===== src/rtl/uart_cmd_tx_if.sv =====
// Command-side handshake for uart_cmd_tx.
//   send     : request strobe, taken only while ready
//   cmd_type : type character sent as byte 1 ('M' / 'G' / anything)
//   cmd_data : 16-bit command word, high byte first on the line
//   ready    : block can take a send this cycle
//   busy     : packet on the line
//   done     : one-cycle pulse after the last stop bit
//   oData    : UART serial line, idles high
interface uart_cmd_tx_if;
  logic        send;
  logic [7:0]  cmd_type;
  logic [15:0] cmd_data;
  logic        ready;
  logic        busy;
  logic        done;
  logic        oData;

  modport slave  (input  send, cmd_type, cmd_data,
                  output ready, busy, done, oData);
  modport master (output send, cmd_type, cmd_data,
                  input  ready, busy, done, oData);
endinterface


===== src/rtl/uart_cmd_tx.sv =====
// uart_cmd_tx: frames one 16-bit command as a 4-byte 8N1 UART packet
// {START_CHAR, cmd_type, cmd_data[15:8], cmd_data[7:0]} and shifts it out.
// Ports:
//   clk   : system clock
//   rst_n : asynchronous active-low reset
//   bus   : uart_cmd_tx_if.slave (send/cmd_type/cmd_data in,
//           ready/busy/done/oData out)
module uart_cmd_tx #(
  parameter int         CLKS_PER_BIT = 434,
  parameter logic [7:0] START_CHAR   = 8'h21
) (
  input  logic         clk,
  input  logic         rst_n,
  uart_cmd_tx_if.slave bus
);

  localparam int            BW        = (CLKS_PER_BIT > 1) ? $clog2(CLKS_PER_BIT) : 1;
  localparam logic [BW-1:0] BAUD_LAST = BW'(CLKS_PER_BIT - 1);

  typedef enum logic [2:0] {S_IDLE, S_START, S_DATA, S_STOP, S_DONE} state_t;

  state_t        r_state, w_state_nxt;
  logic [BW-1:0] r_baud,  w_baud_nxt;
  logic [2:0]    r_bit,   w_bit_nxt;
  logic [1:0]    r_byte,  w_byte_nxt;
  logic [31:0]   r_pkt,   w_pkt_nxt;
  logic          r_odata, w_odata_nxt;
  logic          w_accept;
  logic          w_bit_end;
  logic [7:0]    w_cur_byte;

  // DONE also accepts, giving back-to-back packets with a one-cycle idle gap.
  assign w_accept  = bus.send && ((r_state == S_IDLE) || (r_state == S_DONE));
  assign w_bit_end = (r_baud == BAUD_LAST);

  always_comb begin
    w_state_nxt = r_state;
    w_baud_nxt  = w_bit_end ? '0 : r_baud + 1'b1;
    w_bit_nxt   = r_bit;
    w_byte_nxt  = r_byte;
    w_pkt_nxt   = r_pkt;
    case (r_state)
      S_IDLE, S_DONE: begin
        w_state_nxt = S_IDLE;
        w_baud_nxt  = '0;
        w_bit_nxt   = '0;
        w_byte_nxt  = '0;
        if (w_accept) begin
          w_state_nxt = S_START;
          w_pkt_nxt   = {START_CHAR, bus.cmd_type, bus.cmd_data};
        end
      end
      S_START: begin
        if (w_bit_end) begin
          w_state_nxt = S_DATA;
          w_bit_nxt   = '0;
        end
      end
      S_DATA: begin
        if (w_bit_end) begin
          if (r_bit == 3'd7) w_state_nxt = S_STOP;
          else               w_bit_nxt   = r_bit + 3'd1;
        end
      end
      S_STOP: begin
        if (w_bit_end) begin
          if (r_byte != 2'd3) begin
            w_byte_nxt  = r_byte + 2'd1;
            w_state_nxt = S_START;
          end else begin
            w_state_nxt = S_DONE;
          end
        end
      end
      default: w_state_nxt = S_IDLE;
    endcase
  end

  // Line level is computed from the next state so oData comes straight
  // off a flop with no decode glitches.
  always_comb begin
    w_cur_byte = 8'hFF;
    case (w_byte_nxt)
      2'd0: w_cur_byte = w_pkt_nxt[31:24];
      2'd1: w_cur_byte = w_pkt_nxt[23:16];
      2'd2: w_cur_byte = w_pkt_nxt[15:8];
      2'd3: w_cur_byte = w_pkt_nxt[7:0];
      default: w_cur_byte = 8'hFF;
    endcase
    w_odata_nxt = 1'b1;
    case (w_state_nxt)
      S_START: w_odata_nxt = 1'b0;
      S_DATA:  w_odata_nxt = w_cur_byte[w_bit_nxt];
      default: w_odata_nxt = 1'b1;
    endcase
  end

  always_ff @(posedge clk or negedge rst_n) begin
    if (!rst_n) begin
      r_state <= S_IDLE;
      r_baud  <= '0;
      r_bit   <= '0;
      r_byte  <= '0;
      r_pkt   <= '0;
      r_odata <= 1'b1;
    end else begin
      r_state <= w_state_nxt;
      r_baud  <= w_baud_nxt;
      r_bit   <= w_bit_nxt;
      r_byte  <= w_byte_nxt;
      r_pkt   <= w_pkt_nxt;
      r_odata <= w_odata_nxt;
    end
  end

  assign bus.ready = (r_state == S_IDLE) || (r_state == S_DONE);
  assign bus.busy  = (r_state == S_START) || (r_state == S_DATA) || (r_state == S_STOP);
  assign bus.done  = (r_state == S_DONE);
  assign bus.oData = r_odata;

endmodule


===== src/flat_wrapper.sv =====
// flat-port wrapper written by rule: the top's interface ports become plain ports
module uart_cmd_tx_flat 
#(
  parameter int         CLKS_PER_BIT = 434,
  parameter logic [7:0] START_CHAR   = 8'h21
)
  (clk, rst_n, bus_send, bus_cmd_type, bus_cmd_data, bus_ready, bus_busy, bus_done, bus_oData);
  uart_cmd_tx_if bus_i ();
  input  logic clk;
  input  logic rst_n;
  input wire logic [$bits(bus_i.send)-1:0] bus_send;
  input wire logic [$bits(bus_i.cmd_type)-1:0] bus_cmd_type;
  input wire logic [$bits(bus_i.cmd_data)-1:0] bus_cmd_data;
  output wire logic [$bits(bus_i.ready)-1:0] bus_ready;
  output wire logic [$bits(bus_i.busy)-1:0] bus_busy;
  output wire logic [$bits(bus_i.done)-1:0] bus_done;
  output wire logic [$bits(bus_i.oData)-1:0] bus_oData;
  assign bus_i.send = bus_send;
  assign bus_i.cmd_type = bus_cmd_type;
  assign bus_i.cmd_data = bus_cmd_data;
  assign bus_ready = bus_i.ready;
  assign bus_busy = bus_i.busy;
  assign bus_done = bus_i.done;
  assign bus_oData = bus_i.oData;
  uart_cmd_tx #(.CLKS_PER_BIT(CLKS_PER_BIT), .START_CHAR(START_CHAR)) u_core (.clk(clk), .rst_n(rst_n), .bus(bus_i));
endmodule

===== config.mk =====
export PLATFORM = sky130hd
export DESIGN_NAME = uart_cmd_tx_flat
export DESIGN_NICKNAME = d
export VERILOG_FILES = /design/src/rtl/uart_cmd_tx_if.sv /design/src/rtl/uart_cmd_tx.sv /design/src/flat_wrapper.sv
export SDC_FILE = /design/constraint.sdc
export NUM_CORES = 1
export LEC_CHECK = 0
export CORE_MARGIN = 5
export CORE_UTILIZATION = 40
export DETAILED_ROUTE_END_ITERATION = 12
export GPL_TIMING_DRIVEN = 0
export PLACE_DENSITY = 0.72
export SYNTH_ARGS = -nofsm -noshare
export SYNTH_HDL_FRONTEND = slang
export SYNTH_SLANG_ARGS = --single-unit

===== constraint.sdc =====
create_clock -name clk -period 4.9 [get_ports clk]
set_input_delay 0.49 -clock clk [delete_from_list [all_inputs] [get_ports clk]]
set_output_delay 0.49 -clock clk [all_outputs]
set_load 0.05 [all_outputs]

Yosys cells after proc, flatten, opt, wreduce, memory -nomap -nowiden
Index checks and enable logic that the tools add are counted.
- output and inout bits: 4
- logic and storage cells: 51
- input bits: 27
- flip-flop bits (word level): 50
- add/sub/neg operators: 3
- order comparisons: 1
- muxes and demuxes: 22
- reduce and logical (&&, ||, !) cells: 7
- eq/ne operators: 12
- operators by type and width (kind ; number):
    2-to-1 mux 32 bit ; 2
    case mux 8 bit (4 select lines) ; 1
    2-to-1 mux 3 bit ; 8
    2-to-1 mux 9 bit ; 2
    case mux 3 bit (4 select lines) ; 1
    adder 9 x 1 -> 9 bit, second input constant ; 1
    == test 3 x 2 -> 1 bit, second input constant ; 3
    == test 9 bit, second input constant ; 1
    case mux 3 bit (3 select lines) ; 1
    == test 3 x 1 -> 1 bit, second input constant ; 2
    == test 3 bit, second input constant ; 2
    == test 2 bit, second input constant ; 2
    less-than comparator 3 x 4 -> 1 bit, second input constant ; 1
    2-to-1 mux 2 bit ; 2
    case mux 2 bit (2 select lines) ; 1
    adder 3 x 1 -> 3 bit, second input constant ; 1
    binary-select mux 1 bit (select 3 bit) ; 1
    zero test 3 bit ; 1
    logical OR 1 bit ; 3
    adder 2 x 1 -> 2 bit, second input constant ; 1
    == test 2 x 1 -> 1 bit, second input constant ; 1
    zero test 2 bit ; 1
    2-to-1 mux 1 bit ; 2
    inequality test 2 bit, second input constant ; 1
    other kinds (3) ; 3

Logic depth before layout (Yosys ltp)
- depth after elaboration: 9
- gate-level depth with buffers: 11
- depth with buffers taken out: 11

Worst setup path before layout
No wires, ideal clock.
- kind: reg-to-output
- start point: reg u_core.r_state[1]
- end point: out bus_busy
- slack: 2426 ps
- arrival time: 1984 ps
- data required time: 4410 ps
- cell stages (with the launch flop): 5
- path through: dfrtp_1 -> buf_2 -> buf_1 -> nor2_1 -> nor2_1
- word-level cells in the longest chain between the ends: 3
- ends and longest elaborated chain (element ; RTL line ; text):
    from (decl) ; uart_cmd_tx.sv:22 ; state_t r_state, w_state_nxt;
    from (signal assigned) ; uart_cmd_tx.sv:107 ; r_state <= w_state_nxt;
    == test 3 x 1 -> 1 bit or == test 3 x 2 -> 1 bit (tied branches) ; uart_cmd_tx.sv:117 ; assign bus.busy = (r_state == S_START) || (r_state == S_DATA) || (r_state == S_STOP);
    logical OR 1 bit ; uart_cmd_tx.sv:117 ;
    logical OR 1 bit * ; uart_cmd_tx.sv:117 ;
    to (decl) ; flat_wrapper.sv:15 ; output wire logic [$bits(bus_i.busy)-1:0] bus_busy;
Every way passes the cells marked *; elsewhere a longest branch is shown, timed or not.

Worst setup path after layout
Same ends and word-level chain as after synthesis.

==> results_dict.tcl <==
set metrics [dict create \
    p_per_area_nw_per_um2 238 \
    cp.required_ns 4.41 \
    clockPowerShare_pct 34.1 \
    die_h_um 89.2 \
    worst_hold_slack_ns 0.106 \
    swShare_pct 21.1 \
    routed_wl_um 5090 \
    fp-row-count 28 \
    cts_root_buf "clkbuf_8" \
    yosysTopAreaCell "dfrtp_1" \
    first_pass_iters 4 \
    worst_skew_pair.late_latency_ns 0.30 \
    peakVddDrop_v 0.000122 \
    fin_worst_skew_ns 0.00421 \
    period_share_pct 59.2 \
    synth-seq-area-share_pct 49.9 \
    async_flop_share_pct 100 \
    crit_path_max_fanout 10 \
    hold_viol 0 \
    power_frac_comb_pct 6.5 \
    grtUsageTotal_pct 14.5 \
    hp-class "in -> async" \
    p_leak_nw 1.32 \
    max_cap_violations 0 \
    placedCellCount 328 \
    synth.avg_cell_area_um2 11.3 \
    cts_tree "yes" \
    vias_per_cell 5.30 \
    antenna_found_initial 0 \
    drive_gt1_share_pct 19.9 \
    cp_data_arrival_time_ns 2.41 \
    start_util_pct 41.7 \
    clkSinkCount 50 \
    setup_viol 0 \
    cts_max_path_buffers 2 \
    slew_headroom_pct 32.4 \
    internal_power_w 0.000566 \
    reg2regPathDepth 10 \
    antenna_left 0 \
    critPathKind "reg -> out" \
    synth.most_common_cell "dfrtp_1" \
    dpl.hpwl_um 3760 \
    pwr-share-seq_pct 59.4 \
    finalSetupTns_ns 0 \
    yosys_most_used_dff "dfrtp_1" \
    grt_pass1_vias 1827 \
    cts_resized 0 \
    wl_per_cell_um 15.1 \
    synth-seq-cells 50 \
    n_antenna_cell 0 \
    cts_setup_buffers 0 \
    synth_area_leaders "dfrtp_1 49%, mux2_2 9.4%, mux2i_1 3.6%" \
    ys_types 52 \
    grt_pass1_wl_um 8880 \
    min_period_ns 2.90 \
    grt-ovfl-total 0 \
    cts_buffers 5 \
    setup.worst_path.start_class "register" \
    syn_area_um2 2510 \
    fmax_mhz 345 \
    synth_edf_count 0 \
    portBuffers 30 \
    cts.clk_slew.worst_paths_ns 0.08 \
    worstMarginPinSlew_ns 1.01 \
    synth_top_cells_by_count "49 x dfrtp_1, 21 x mux2_2, 19 x nor2_1, 10 x inv_1, 10 x nand2_1" \
    maxSlewViolCount 0 \
    cp-end-kind "output pin" \
    dr.first_iter.drc_count 84 \
    syn_nets 252 \
    grt_start_max_net_pins 35 \
    place_congestion 0.884 \
    drc_errors 0 \
    ctsHtreeMaxLevel 2 \
    ios 31 \
    ys_warn_count 0 \
    dieArea_um2 7960 \
    power_switching_w 0.000151 \
    coreArea_um2 6030 \
    hold_buffers 0 \
    layout.cells.non_filler 336 \
    area_growth_pct 19.9 \
    synthCells 222 \
    rsz0062_at_grt "no" \
    outcome "finished, final reports clean" \
    die_w_um 89.2 \
    fin_nets 290 \
    vias 1782 \
    yosys.area.top_type_share_pct 48.9 \
]
layout make-up:
| type | count | area [um2] |
|---|---|---|
| fillers | 565 | 3020 |
| flip-flops and latches | 50 | 1250 |
| multi-input cells | 152 | 1160 |
| repair buffers | 31 | 315 |
| well taps | 75 | 93.8 |
| clock buffers | 7 | 86.3 |
| plain buffers | 9 | 52.6 |
| inverters | 11 | 41.3 |
| clock inverters | 1 | 5.00 |
through the flow:
step	setup WS (ns)	area, um2	power (W)	utilization, %
4_1_cts	1.99	3010	0.000727	50.0
5_1_grt	1.88	3010	0.000750	50.0
3_5_place_dp	1.73	2920	0.000482	48.4
3_3_place_gp	1.71	2900	0.000480	48.2
6_report	2.00	3010	0.000717	50.0
2_1_floorplan	2.43	2510	0.000448	-
critical path: stages, from the launching register on:
cell and delay [ns]:
dfrtp_1 0.32, buf_2 0.18, buf_1 0.41, nor2_1 0.23, nor2_1 0.14, clkdlybuf4s50_1 0.82
metal layers:
layer  track usage (%)  up-vias  routed length, um
met1              19.0      863               2320
met2              23.0       34               2470
met3              2.86       10                192
li1                  -      875                  -
met5                 0        -                  0
met4              6.50        0                110
sequential cells by signal (all words and copies together), names as in the netlist:
signal / count
u_core.r_state: 3
u_core.r_bit: 3
u_core.r_baud: 9
u_core.r_pkt: 32
u_core.r_byte: 2
u_core.bus.oData: 1
cells in the final DEF (no fill, tap or decap), types with 2 or more instances in the layout:
cell type / synthesis / final
dfrtp_1: 49 / 49
clkdlybuf4s50_1: 0 / 29
mux2_2: 21 / 21
nor2_1: 19 / 19
inv_1: 10 / 10
nand2_1: 10 / 10
a21oi_1: 9 / 9
mux2i_1: 9 / 9
nor2b_1: 7 / 7
o21ai_0: 7 / 7
clkbuf_8: 0 / 6
or2_2: 5 / 5
buf_2: 3 / 4
clkbuf_1: 3 / 4
nand3_1: 4 / 4
maj3_1: 4 / 4
nand4_1: 3 / 3
a31oi_1: 3 / 3
o22ai_1: 3 / 3
xnor2_1: 3 / 3
or3_1: 3 / 3
xor2_1: 3 / 3
ha_1: 3 / 3
and4b_1: 2 / 2
buf_6: 2 / 2
nor3_1: 2 / 2
o2111ai_1: 2 / 2
and3_1: 2 / 2
o31ai_1: 2 / 2
a211oi_1: 2 / 2
a311o_1: 2 / 2
a211o_1: 2 / 2
o211ai_1: 2 / 2
path summary, 6_finish.rpt:
check,slack [ns],startpoint,to
worst max-delay path,2.00,u_core.r_state[1]$_DFF_PN0_,bus_busy
worst min-delay path,0.11,rst_n,u_core.r_pkt[10]$_DFF_PN0_
max in group asynchronous,4.21,rst_n,u_core.bus.oData$_DFF_PN1_
min in group clk,0.46,u_core.r_pkt[24]$_DFF_PN0_,u_core.r_pkt[24]$_DFF_PN0_
worst max register to register,2.15,u_core.r_baud[1]$_DFF_PN0_,u_core.bus.oData$_DFF_PN1_
worst min register to register,0.46,u_core.r_pkt[24]$_DFF_PN0_,u_core.r_pkt[24]$_DFF_PN0_
power groups by stage:
stage	sequential, W	combinational (W)	clock, W
after global routing	0.000428	0.0000521	0.000271
after floorplan	0.000434	0.0000142	0
final	0.000426	0.0000464	0.000245
after global placement	0.000434	0.0000453	0
after detailed placement	0.000435	0.0000474	0
after CTS	0.000426	0.0000475	0.000253
cell families after synthesis:
| logic type | count (synthesis) | share of synthesized area, % |
|---|---|---|
| xor gates and xnor gates | 6 | 2.09 |
| and+or+nand+nor | 67 | 15.8 |
| adders and majority gates | 7 | 3.09 |
| muxes | 31 | 13.9 |
| AOI/OAI and AO/OA | 41 | 11.5 |
| buffers and inverters | 20 | 3.74 |
| DFF | 50 | 49.9 |
Power figures use the tool's default switching activity.
